## config.mk

```make
export PLATFORM = sky130hd
export DESIGN_NAME = rf_wb_arbiter
export DESIGN_NICKNAME = d
export VERILOG_FILES = /design/src/rtl/rv32_pkg.sv /design/src/rtl/rf_scoreboard.sv /design/src/rtl/rf_wb_arbiter.sv
export SDC_FILE = /design/constraint.sdc
export NUM_CORES = 1
export LEC_CHECK = 0
export BUFFER_PORTS_ARGS = -buffer_cell sky130_fd_sc_hd__clkbuf_2
export CORE_UTILIZATION = 55
export CTS_CLUSTER_SIZE = 20
export DETAILED_ROUTE_END_ITERATION = 8
export GPL_TIMING_DRIVEN = 0
export PLACE_DENSITY = 0.86
export SLEW_MARGIN = 20
export SYNTH_ARGS = -nofsm -noshare
export SYNTH_HDL_FRONTEND = slang
export SYNTH_SLANG_ARGS = --single-unit
```

## constraint.sdc

```tcl
create_clock -name clk -period 2.45 [get_ports clk]
set_clock_uncertainty 0.2 [all_clocks]
set_input_delay 0.245 -clock clk [delete_from_list [all_inputs] [get_ports clk]]
set_output_delay 0.245 -clock clk [all_outputs]
set_load 0.02 [all_outputs]
```

## src/rtl/rv32_pkg.sv

```systemverilog
// rv32_pkg: shared constants and types for the regfile writeback path
package rv32_pkg;
  localparam int XLEN = 32;
  localparam int REG_AW = 5;
  localparam int NREGS = 1 << REG_AW;
  typedef logic [REG_AW-1:0] reg_addr_t;
  typedef enum logic {WB_ALU = 1'b0, WB_MEM = 1'b1} wb_src_e;
endpackage

```

## src/rtl/rf_scoreboard.sv

```systemverilog
// rf_scoreboard: per-register pending-write bits with set/clear/flush and two query ports
module rf_scoreboard import rv32_pkg::*; #(
  parameter int AW = REG_AW
) (
  input  logic          clk,
  input  logic          rst_n,
  input  logic          set,
  input  logic [AW-1:0] set_rd,
  input  logic          clr,
  input  logic [AW-1:0] clr_rd,
  input  logic          flush,
  input  logic [AW-1:0] q_a1,
  input  logic [AW-1:0] q_a2,
  output logic          busy1,
  output logic          busy2
);
  logic [(1<<AW)-1:0] busy, busy_nxt;
  // clear first so a same-cycle reservation (newer producer) wins; x0 never busy
  always_comb begin
    busy_nxt = busy;
    if (clr) busy_nxt[clr_rd] = 1'b0;
    if (set) busy_nxt[set_rd] = 1'b1;
    if (flush) busy_nxt = '0;
    busy_nxt[0] = 1'b0;
  end
  // busy vector register
  always_ff @(posedge clk or negedge rst_n)
    if (!rst_n) busy <= '0;
    else busy <= busy_nxt;
  assign busy1 = busy[q_a1];
  assign busy2 = busy[q_a2];
endmodule

```

## src/rtl/rf_wb_arbiter.sv

```systemverilog
// rf_wb_arbiter: round-robin share of the regfile write port between ALU and load writeback
module rf_wb_arbiter import rv32_pkg::wb_src_e, rv32_pkg::WB_ALU, rv32_pkg::WB_MEM; #(
  parameter int XLEN    = 32,
  parameter int AW      = 5,
  parameter bit RR_INIT = 1'b0
) (
  input  logic            clk,
  input  logic            rst_n,
  input  logic            alu_valid,
  output logic            alu_ready,
  input  logic [AW-1:0]   alu_rd,
  input  logic [XLEN-1:0] alu_data,
  input  logic            mem_valid,
  output logic            mem_ready,
  input  logic [AW-1:0]   mem_rd,
  input  logic [XLEN-1:0] mem_data,
  output logic            rf_we3,
  output logic [AW-1:0]   rf_a3,
  output logic [XLEN-1:0] rf_wd3,
  input  logic            rsv_valid,
  input  logic [AW-1:0]   rsv_rd,
  input  logic            flush,
  input  logic [AW-1:0]   q_a1,
  input  logic [AW-1:0]   q_a2,
  output logic            busy1,
  output logic            busy2
);
  wb_src_e         rr_ptr;
  logic            acc;
  logic [AW-1:0]   rd;
  logic [XLEN-1:0] data;
  assign alu_ready = alu_valid & (~mem_valid | (rr_ptr == WB_ALU));
  assign mem_ready = mem_valid & (~alu_valid | (rr_ptr == WB_MEM));
  assign acc  = alu_ready | mem_ready;
  assign rd   = alu_ready ? alu_rd : mem_rd;
  assign data = alu_ready ? alu_data : mem_data;
  // after a grant, favour the source that was not granted
  always_ff @(posedge clk or negedge rst_n)
    if (!rst_n) rr_ptr <= wb_src_e'(RR_INIT);
    else if (alu_ready) rr_ptr <= WB_MEM;
    else if (mem_ready) rr_ptr <= WB_ALU;
  // registered write port; x0 writes complete the handshake but never enable
  always_ff @(posedge clk or negedge rst_n)
    if (!rst_n) begin
      rf_we3 <= 1'b0;
      rf_a3  <= '0;
      rf_wd3 <= '0;
    end else begin
      rf_we3 <= acc && (rd != '0);
      if (acc) begin
        rf_a3  <= rd;
        rf_wd3 <= data;
      end
    end
  rf_scoreboard #(.AW(AW)) u_sb (
    .clk    (clk),
    .rst_n  (rst_n),
    .set    (rsv_valid),
    .set_rd (rsv_rd),
    .clr    (rf_we3),
    .clr_rd (rf_a3),
    .flush  (flush),
    .q_a1   (q_a1),
    .q_a2   (q_a2),
    .busy1  (busy1),
    .busy2  (busy2)
  );
endmodule

```

After elaboration in Yosys (flattened, before gate mapping)
Index checks and enable logic that the tools add are counted.
W data, S select, Z words.
{ "classes": {"shift": 0, "multipliers": 0, "div": 0, "n_lt_le_gt_ge": 6, "muxes": 15, "addsub": 0, "eq_ne": 0, "bitwise": 11, "reduce_logical": 5} }
{ "op_table": {"columns": ["operator", "n"], "rows": [
  ["$mux W32", 4],
  ["$and A32 B32 Y32", 1],
  ["$not A32 Y32", 1],
  ["$or A32 B32 Y32", 1],
  ["$lt A5 B6 Y1 const B", 4],
  ["$bmux W1 S5", 2],
  ["$demux W1 S5", 2],
  ["$ge A5 B1 Y1 const B", 2],
  ["$mux W1", 6],
  ["$mux W5", 1],
  ["$reduce_bool A5 Y1", 1],
  ["$logic_and A1 B1 Y1", 3],
  ["$not A1 Y1", 3],
  ["$or A1 B1 Y1", 3],
  ["$and A1 B1 Y1", 2],
  ["$reduce_bool A2 Y1", 1]
]} }
{ "totals": {"mem_bits_rw": 0, "word_cells": 42, "romBits": 0, "latch_bits": 0, "register_bits": 70, "inputBits": 95, "mem_count": 0, "out_inout_bits": 42} }

Longest topological paths before layout
{ "depth": {"ltp_word": 10, "mapped_depth": 7, "mapped_depth_nobuf": 4} }

Cells and area by module
Synthesis repeated with hierarchy kept, for this count alone.
{ "hier_totals": {"hier_cells": 443, "area_unflattened_um2": 4292.9} }
{ "modules_own_cells": {"columns": ["mod", "area_per_inst_um2", "seq_area_each_um2", "instances", "cells_per_inst"], "rows": [
  ["rf_wb_arbiter", 2309.7, 975.9, 1, 213],
  ["rf_scoreboard", 1983.2, 775.7, 1, 230]
]} }

Worst setup path after synthesis
OpenSTA, ideal clock, no wires.
{ "synth_timing": {"path_type": "input port to output port", "from": "input q_a1[0]", "to": "output busy1", "required_ns": 2.005, "t_arrival_ns": 1.381, "path_buffers": 1, "setup_slack_ns": 0.624, "path_stages": 5, "path_cell_list": "buf_2 -> mux4_2 -> nand2b_1 -> o211ai_1 -> nand4_1"} }
{ "synth_between": {"elab_chain_len": 2} }
{ "synth_rtl": {"columns": ["item", "line", "source"], "rows": [
  ["start: declaration", "rf_wb_arbiter.sv:23", "input logic [AW-1:0] q_a1,"],
  ["$bmux W1 S5", "rf_scoreboard.sv:30", "assign busy1 = busy[q_a1];"],
  ["$mux W1 (implied by the code)", "rf_scoreboard.sv:30", null],
  ["end: declaration", "rf_wb_arbiter.sv:25", "output logic busy1,"]
]} }
Every way passes these cells. The select of a mux whose other input is x is not followed.

Final worst setup path
{ "layout_timing": {"from": "register rr_ptr", "to": "output mem_ready"} }
{ "layout_between": {"elab_chain_len": 2} }
{ "layout_rtl": {"columns": ["item", "line", "source"], "rows": [
  ["start: declaration", "rf_wb_arbiter.sv:28", "wb_src_e rr_ptr;"],
  ["start signal: assignment", "rf_wb_arbiter.sv:39", "if (!rst_n) rr_ptr <= wb_src_e'(RR_INIT);"],
  ["$or A1 B1 Y1", "rf_wb_arbiter.sv:33", "assign mem_ready = mem_valid & (~alu_valid | (rr_ptr == WB_MEM));"],
  ["$and A1 B1 Y1", "rf_wb_arbiter.sv:33", null],
  ["end: declaration", "rf_wb_arbiter.sv:14", "output logic mem_ready,"]
]} }
Every way passes these cells.

==> reports/results.ini <==
[status]
status=complete, but fails checks
violations=negative hold slack

[clocking]
worstSkewPairLatency_ps=350
cts_htree_levels=3
post-cts-setup-buffers=0
cts.clk_slew.worst_paths_ps=80
clockBufferDepth=2
cts_buffers=9
cts_tree=built
cts-root-buf=clkbuf_8
clkSinkCount=70

[pwr]
powerDensity_nw_per_um2=584
p_leak_nw=2.55
peakVddDrop_mv=0.477
p_total_mw=3.15

[worst_setup_path]
crit_type=reg2out
r2r-start=rr_ptr
crit_start=rr_ptr
reg2reg_depth=6
worstPathArrival_ps=1800
cpPeakStageDelay_ps=400
crit_required_ps=2010
reg2reg_to=rf_a3[1]
slowest_stage=dfrtp_1
crit_top_cell=buf_2
ff2ff_setup_slack_ps=340
cp-end-kind=primary output
crit_fanout=10
endpoint=mem_ready
critPathLaunchType=register
crit_chain=nand2b_1, nand2_1, buf_2, buf_2, inv_1, clkbuf_2

[cells_and_area]
area_delta_synth_final_pct=34.5
fin_cells=762
finalInstanceArea_sq_um=5400
utilization=0.782
nets=756
antenna-diode-count=0
final_cell_mix=clkbuf_2 (129), dfrtp_1 (70), a21oi_1 (69)
drive_gt1_frac=0.243
layout_commonest_cell=clkbuf_2

[synthesis]
ys_seq_area_frac=0.437
synth_edf_count=0
synth.avg_cell_area_sq_um=8.36
synth_ff_type=dfrtp_1
synth_fp_nets=575
syn_inst=480
syn_area_sq_um=4010
synth-async-reset-ratio=1.00
ys_seq_elements=70
synth_cell_types=30
yosysWarnings=0

[sta]
fin_crit_sh=0.916
whs_ps=-2.81
maxSlewViolCount=0
slew_headroom=0.344
hold_viol=1
setup-violations-final=0
max_clock_freq_mhz=445
fin_setup_tns_ps=0
rsz0062_at_grt=no
fin_ws_ps=205
worstMarginPinSlew_ps=981
fin_crit_ps=2240

[placement]
dp.cells=707
hpwl_um=9080
place_congestion=0.899
io_buffers=130
dpl_cell_area_sq_um=4810
place_ws_ps=384

[grt]
antenna_found_initial=0
grt_max_degree=46
overflow=0
grt_usage=0.387
grt_pass1_wl_um=22200
grt_pass1_vias=4759

[drt]
drt_iter0_drc=490
post_drt_via_cell_ratio=6.31
post_drt_wl_per_cell_um=18.5
vias=4805
firstDrtPassIters=5
postRouteAntennaNets=0
wirelength_um=14100
drcViolationCount=0

[floorplan]
start_util=0.581
die_w_um=87.4
std_cell_rows=30
die_h_um=87.4
coreArea_sq_um=6910
die_area_sq_um=7640
num_io_pins=137

[flow_run]
cap_violations=0

[min_path]
hold_class=in2reg

[where the power goes]
group	switching, mW	internal, mW
Combinational	0.544	0.318
Sequential	0.0716	1.25
Clock	0.447	0.525
Total	1.06	2.09
[cell usage after synthesis, types with 2 or more instances]
cell type | number | area, sq um
o211ai_1 | 2 | 15.0
or3b_2 | 2 | 17.5
mux4_2 | 6 | 135
nand2b_1 | 5 | 31.3
and3b_1 | 3 | 26.3
or4_1 | 2 | 15.0
a21oi_1 | 69 | 345
o21ai_0 | 39 | 195
nor2b_1 | 4 | 25.0
a22oi_1 | 4 | 30.0
mux2i_1 | 23 | 230
nor2_1 | 41 | 154
a31oi_1 | 32 | 200
buf_2 | 9 | 45.0
nand2_1 | 43 | 161
nor3b_1 | 4 | 30.0
and3_1 | 2 | 12.5
o22ai_1 | 32 | 200
inv_1 | 36 | 135
o2111ai_1 | 2 | 17.5
nand4_1 | 2 | 12.5
dfrtp_1 | 70 | 1750
nand3b_1 | 5 | 37.5
clkbuf_1 | 27 | 101
nand3_1 | 10 | 50.1
a211oi_1 | 2 | 15.0
[critical path, delay by kind of cell, from the launching register on]
| kind | cells | cell delay (ps) |
|---|---|---|
| buf+inv | 4 | 770 |
| simple gates | 2 | 270 |
| flops | 1 | 400 |
[metal layers]
layer  vias to the layer above  part of all wire  track usage
met3                        83              0.10       0.0863
met2                       412              0.49        0.656
met4                         0             0.057        0.244
li1                       2081                 -            -
met1                      2229              0.35        0.442
met5                         -                 0            0
[sequential cells by signal (all words and copies together), names as in the netlist]
signal     cells
rf_wd3        32
u_sb.busy     31
rr_ptr         1
rf_a3          5
rf_we3         1
[timing repair]
action | CTS | global route
hold endpoints to repair | 70 | 0
hold buffers | 39 | 0
resized for setup | 0 | 0
[kinds of logic (layout without fill, tap and decap cells)]
family          Yosys count  count (layout)  synth area share
compound gates          183             183             0.256
flops                    70              70             0.437
mux                      29              29            0.0911
simple gates            125             125             0.146
buf+inv                  73             259            0.0711
[how the worst min path moves through the flow]
stage	slack, ps	end	depth (start not counted)	from
detailed placement	10	rf_wd3[14]	1	rst_n
global placement	260	u_sb.busy[31]	2	flush
global route	10	rf_wd3[0]	3	alu_data[0]
CTS	2	rf_a3[0]	3	mem_rd[0]
floorplan	-250	rf_a3[0]	0	rst_n
finish	-3	rf_a3[0]	3	mem_rd[0]
[layout make-up]
type,count,area (sq um)
multi-input cells,337,1980
flip-flops and latches,70,1750
fillers,471,1510
repair buffers,170,1060
clock buffers,13,159
plain buffers,37,150
inverters,36,135
well taps,96,120
clock inverters,3,42.5
Note: power is estimated with default switching activity, not from simulation.
